`config.mk`:
```
export PLATFORM = sky130hd
export DESIGN_NAME = fifo_memory_flex
export DESIGN_NICKNAME = d
export VERILOG_FILES = /design/src/rtl/fifo_memory_flex.sv
export SDC_FILE = /design/constraint.sdc
export NUM_CORES = 1
export LEC_CHECK = 0
export CORE_MARGIN = 2
export CORE_UTILIZATION = 55
export DETAILED_ROUTE_END_ITERATION = 8
export DONT_BUFFER_PORTS = 1
export PLACE_DENSITY = 0.81
export SETUP_SLACK_MARGIN = 0.15
export SYNTH_ARGS = -nofsm -noshare
export SYNTH_HDL_FRONTEND = slang
export SYNTH_SLANG_ARGS = --single-unit
```
`constraint.sdc`:
```
create_clock -name clk -period 4.85 [get_ports clk]
set_input_delay 0.97 -clock clk [delete_from_list [all_inputs] [get_ports clk]]
set_output_delay 0.97 -clock clk [all_outputs]
set_load 0.01 [all_outputs]
```
`src/rtl/fifo_memory_flex.sv`:
```
// Single-clock FIFO with fill count, almost-full/almost-empty flags and a registered or FWFT read port.
// Optional sticky overflow/underflow flags with err_clear are enabled by defining FIFO_MEMORY_ERR_FLAGS_EN.
module fifo_memory_flex #(
    parameter int DATA_WIDTH          = 8,
    parameter int ADDR_WIDTH          = 5,
    parameter int ALMOST_FULL_THRESH  = 28,
    parameter int ALMOST_EMPTY_THRESH = 4,
    parameter int FWFT                = 0
) (
    input  logic                  clk,
    input  logic                  rst,
    input  logic                  write_enable,
    input  logic [DATA_WIDTH-1:0] write_data,
    input  logic                  read_enable,
    output logic [DATA_WIDTH-1:0] read_data,
    output logic                  read_valid,
    output logic                  full,
    output logic                  empty,
    output logic                  almost_full,
    output logic                  almost_empty,
`ifdef FIFO_MEMORY_ERR_FLAGS_EN
    input  logic                  err_clear,
    output logic                  overflow,
    output logic                  underflow,
`endif
    output logic [ADDR_WIDTH:0]   count
);

    localparam int DEPTH = 1 << ADDR_WIDTH;
    localparam logic [ADDR_WIDTH:0] DEPTH_C = (ADDR_WIDTH+1)'(DEPTH);
    localparam logic [ADDR_WIDTH:0] AF_C    = (ADDR_WIDTH+1)'(ALMOST_FULL_THRESH);
    localparam logic [ADDR_WIDTH:0] AE_C    = (ADDR_WIDTH+1)'(ALMOST_EMPTY_THRESH);
    localparam logic [ADDR_WIDTH:0] ONE_C   = (ADDR_WIDTH+1)'(1);
    localparam logic [ADDR_WIDTH-1:0] PTR_ONE_C = ADDR_WIDTH'(1);

    if (ALMOST_FULL_THRESH < 1 || ALMOST_FULL_THRESH > DEPTH - 1) begin : g_af_thresh_bad
        $error("ALMOST_FULL_THRESH must lie in 1..DEPTH-1");
    end
    if (ALMOST_EMPTY_THRESH < 1 || ALMOST_EMPTY_THRESH > DEPTH - 1) begin : g_ae_thresh_bad
        $error("ALMOST_EMPTY_THRESH must lie in 1..DEPTH-1");
    end

    logic [DATA_WIDTH-1:0] mem_q [DEPTH];
    logic [ADDR_WIDTH-1:0] wr_ptr_q, wr_ptr_d;
    logic [ADDR_WIDTH-1:0] rd_ptr_q, rd_ptr_d;
    logic [ADDR_WIDTH:0]   count_q, count_d;
    logic                  full_q, empty_q, almost_full_q, almost_empty_q;
    logic                  do_write, do_read;

    // Handshake: a write is taken on any edge where write_enable is high and the FIFO is
    // not full; a read is taken where read_enable is high and it is not empty. Requests that
    // fail their own check are dropped regardless of what the other side does that cycle.
    assign do_write = write_enable && !full_q  && !rst;
    assign do_read  = read_enable  && !empty_q && !rst;

    always_comb begin
        wr_ptr_d = wr_ptr_q;
        rd_ptr_d = rd_ptr_q;
        count_d  = count_q;
        if (do_write) begin
            wr_ptr_d = wr_ptr_q + PTR_ONE_C;
        end
        if (do_read) begin
            rd_ptr_d = rd_ptr_q + PTR_ONE_C;
        end
        case ({do_write, do_read})
            2'b10:   count_d = count_q + ONE_C;
            2'b01:   count_d = count_q - ONE_C;
            default: count_d = count_q;
        endcase
    end

    // Flags are computed from the next count so they move on the accepting edge.
    always_ff @(posedge clk) begin
        if (rst) begin
            wr_ptr_q       <= '0;
            rd_ptr_q       <= '0;
            count_q        <= '0;
            full_q         <= 1'b0;
            empty_q        <= 1'b1;
            almost_full_q  <= 1'b0;
            almost_empty_q <= 1'b1;
        end else begin
            wr_ptr_q       <= wr_ptr_d;
            rd_ptr_q       <= rd_ptr_d;
            count_q        <= count_d;
            full_q         <= (count_d == DEPTH_C);
            empty_q        <= (count_d == '0);
            almost_full_q  <= (count_d >= AF_C);
            almost_empty_q <= (count_d <= AE_C);
        end
    end

    always_ff @(posedge clk) begin
        if (do_write) begin
            mem_q[wr_ptr_q] <= write_data;
        end
    end

    if (FWFT != 0) begin : g_fwft
        // Head word is shown directly; masked to zero while empty so stale memory never leaks.
        assign read_data  = empty_q ? '0 : mem_q[rd_ptr_q];
        assign read_valid = !empty_q;
    end else begin : g_registered
        logic [DATA_WIDTH-1:0] read_data_q;
        logic                  read_valid_q;

        always_ff @(posedge clk) begin
            if (rst) begin
                read_data_q  <= '0;
                read_valid_q <= 1'b0;
            end else begin
                read_valid_q <= do_read;
                if (do_read) begin
                    read_data_q <= mem_q[rd_ptr_q];
                end
            end
        end

        assign read_data  = read_data_q;
        assign read_valid = read_valid_q;
    end

`ifdef FIFO_MEMORY_ERR_FLAGS_EN
    logic overflow_q, underflow_q;

    // A set in the same cycle as err_clear wins, so no event is ever lost.
    always_ff @(posedge clk) begin
        if (rst) begin
            overflow_q  <= 1'b0;
            underflow_q <= 1'b0;
        end else begin
            if (write_enable && full_q) begin
                overflow_q <= 1'b1;
            end else if (err_clear) begin
                overflow_q <= 1'b0;
            end
            if (read_enable && empty_q) begin
                underflow_q <= 1'b1;
            end else if (err_clear) begin
                underflow_q <= 1'b0;
            end
        end
    end

    assign overflow  = overflow_q;
    assign underflow = underflow_q;
`endif

    assign full         = full_q;
    assign empty        = empty_q;
    assign almost_full  = almost_full_q;
    assign almost_empty = almost_empty_q;
    assign count        = count_q;

endmodule

```
==> reports/metrics.yaml <==
clock_tree.htree_level_count: 1
area_delta_synth_final_pct: 8.89
post-route-drc-count: 0
post_cts_hold_buffer_count: 0
combined_area_of_all_synthesized_cells_mm2: 0.0114
cp_data_arrival_time_ns: 3.55
post-route-util: 0.614
die_h_um: 148
share_of_async_settable_or_async_resettable_flops_after_synthesis: 0
synthesis.nets: 684
post_route_cells_drive_above_1_share: 0.147
total_power_density_per_cell_area_mw_per_mm2: 397
switching_share: 0.200
die_width_um: 148
share_seq_of_total_power: 0.552
first_global_vias: 6243
final-hold-violation-count: 0
ys_types: 50
wl_per_cell_um: 24.9
grt_start_max_net_pins: 68
worstSetupPathType: "flop to flop"
worst_pin_slew_ns: 1.26
routabilityCongestion: 0.888
drt_first_pass_iters: 5
wire_length_of_the_first_global_routing_pass_um: 35900
min_from: "rst"
cts.sinks: 285
final.min_clock_period_ns: 3.13
cp-end-kind: "flop"
max_cap_viol_count: 0
f_max_ghz: 0.320
setup_repair_after_global_routing_missed_its_margin: "no"
setup_viol: 0
cts-root-buf: "clkbuf_16"
floorplan.initialDensity: 0.564
groute.layer.met1.usage: 0.285
power.ir.vdd_worst_v: 0.000354
nets: 678
internal_power_mw: 3.96
worstRegToRegCells: 10
finalMaxSlewViolations: 0
synth_sequential_area_ratio: 0.723
slew-limit-headroom: 0.158
power.combinational.fraction: 0.038
tritoncts: "built"
depth_of_the_worst_hold_timing_path: 1
number_of_top_level_design_ports: 31
postRouteAntennaNets: 0
finalSetupTns_ns: 0
worst_setup_margin_ns: 1.72
antenna_found_initial: 1
grt_overflow_total: 0
grt.total_usage: 0.217
pwr-share-clk: 0.410
number_of_warnings_issued_by_yosys: 0
die_area_mm2: 0.0220
timing.hold.worst_endpoint: "rd_ptr_q[1]$_SDFFE_PP0P_"
num_rows: 52
dr.first_iter.drc_count: 657
postPlaceCellArea_mm2: 0.0116
final_routed_wirelength_um: 23600
postCtsSetupBuffers: 0
crit_fanout: 11
use_met2: 0.367
p_leak_nw: 3.77
dpl.cell_count: 900
worst_skew_pair.late_latency_ns: 0.54
worst_case_setup_slack_after_placement_ns: 1.37
diodes: 0
critical_path.reg2reg.endpoint: "almost_empty$_SDFF_PP1_"
met3_track_utilization_from_global_routing: 0.0491
post_layout_nonfiller_instances: 949
globalRoute.busiestLayer: "met2"
syn_inst: 665
vias: 6039
hold-worst-slack_ns: 0.497
synth-edff-count: 256
period_share: 0.645
coreArea_mm2: 0.0203
setup.worst_path.start_class: "flop"
outcome: "finished, final reports clean"
detail_route.vias_per_cell: 6.36
worst_clock_skew_ns: 0.0173
io_buffers: 0
tritoncts.num_buffers: 27
synth_ff_type: "edfxtp_1"
final.fill_count: 1428
synth-seq-cells: 285
post_cts_resize_count: 0
worstReg2RegStart: "full$_SDFF_PP0_"
power.net_switching_mw: 0.992
min_path_type: "primary input to flop"
p_total_mw: 4.95
critical_path_required_ns: 5.28
syn_area_per_cell_um2: 17.2
setup_slack_on_the_worst_flop_to_flop_path_ns: 1.72
cts.clk_slew.worst_paths_ns: 0.06
dp_hpwl_um: 14600
clock_tree.buffer_depth: 3
finalInstanceArea_mm2: 0.0125
## cells in the mapped netlist (8+ instances only)
cell type | n | share of area
a21oi_1 | 22 | 0.0096
a221oi_1 | 14 | 0.011
a22o_1 | 8 | 0.0061
buf_2 | 8 | 0.0035
buf_4 | 9 | 0.0059
clkbuf_1 | 15 | 0.0049
dfxtp_1 | 29 | 0.051
edfxtp_1 | 256 | 0.67
mux2_2 | 8 | 0.0079
mux2i_1 | 62 | 0.054
mux4_2 | 36 | 0.071
nand2_1 | 24 | 0.0079
nor2_1 | 53 | 0.017
nor2b_1 | 12 | 0.0066
xor2_1 | 8 | 0.0061
## worst max-delay path, stage by stage, from the launching register on
cell and delay, ns:
dfxtp_1 0.36, nand2b_1 0.25, nor2_1 0.65, inv_1 0.12
ha_1 0.32, a21oi_1 0.24, a21boi_0 0.28, nor3_1 0.10
xnor2_1 0.19, or2_0 0.27, a31o_2 0.24
## kinds of logic after synthesis
family / after synthesis / synth area share
buffers and inverters: 46 / 0.0210
adders and majority gates: 7 / 0.00765
DFF: 285 / 0.723
AOI/OAI and AO/OA: 81 / 0.0513
muxes: 106 / 0.133
xor gates and xnor gates: 14 / 0.0107
and+or+nand+nor: 126 / 0.0538
## state kept, by name, indices dropped and copies added (netlist names)
register,count
almost_empty,1
almost_full,1
count,6
empty,1
full,1
mem_q,256
rd_ptr_q,5
read_data,8
read_valid,1
wr_ptr_q,5
## worst max path at each step
stage	cells after the start	slack, ns	from	end
2_1_floorplan	12	1.59	rst	almost_full$_SDFF_PP0_
3_3_place_gp	11	1.51	rst	almost_full$_SDFF_PP0_
3_5_place_dp	10	1.37	write_enable	almost_empty$_SDFF_PP1_
4_1_cts	10	1.81	full$_SDFF_PP0_	almost_empty$_SDFF_PP1_
5_1_grt	10	1.56	full$_SDFF_PP0_	almost_empty$_SDFF_PP1_
6_report	10	1.72	full$_SDFF_PP0_	almost_empty$_SDFF_PP1_
## placed cells by master (no fill, tap or decap), types with 12 or more instances in the layout
cell type / n
dfxtp_1: 27
a221oi_1: 14
nor2b_1: 12
mux4_2: 36
nor2_1: 53
clkbuf_16: 27
a21oi_1: 22
nand2_1: 24
edfxtp_1: 256
mux2i_1: 62
## power by group through the flow
stage	Clock, mW	Combinational (mW)	Sequential (mW)
final	2.03	0.186	2.73
after global routing	2.14	0.198	2.74
after CTS	2.05	0.183	2.73
after detailed placement	0	0.181	2.79
after global placement	0	0.174	2.78
after floorplan	0	0.170	2.75
## per-layer routing
layer	wire [um]	share of wire	vias up
met5	0	0	-
met4	816	0.035	0
met3	2170	0.092	74
met2	11500	0.49	347
met1	9090	0.38	3019
li1	-	-	2599
## area by class of cell
cell class              instances  area (um^2)  area share
clock buffers                  33          698      0.0560
clock inverters                16          155      0.0125
inverters                       6         23.8     0.00191
multi-input cells             334         2930       0.235
flip-flops and latches        285         8270       0.664
well taps                     270          338      0.0271
repair buffers                  5         37.5     0.00301
Note: power is estimated with default switching activity, not from simulation.
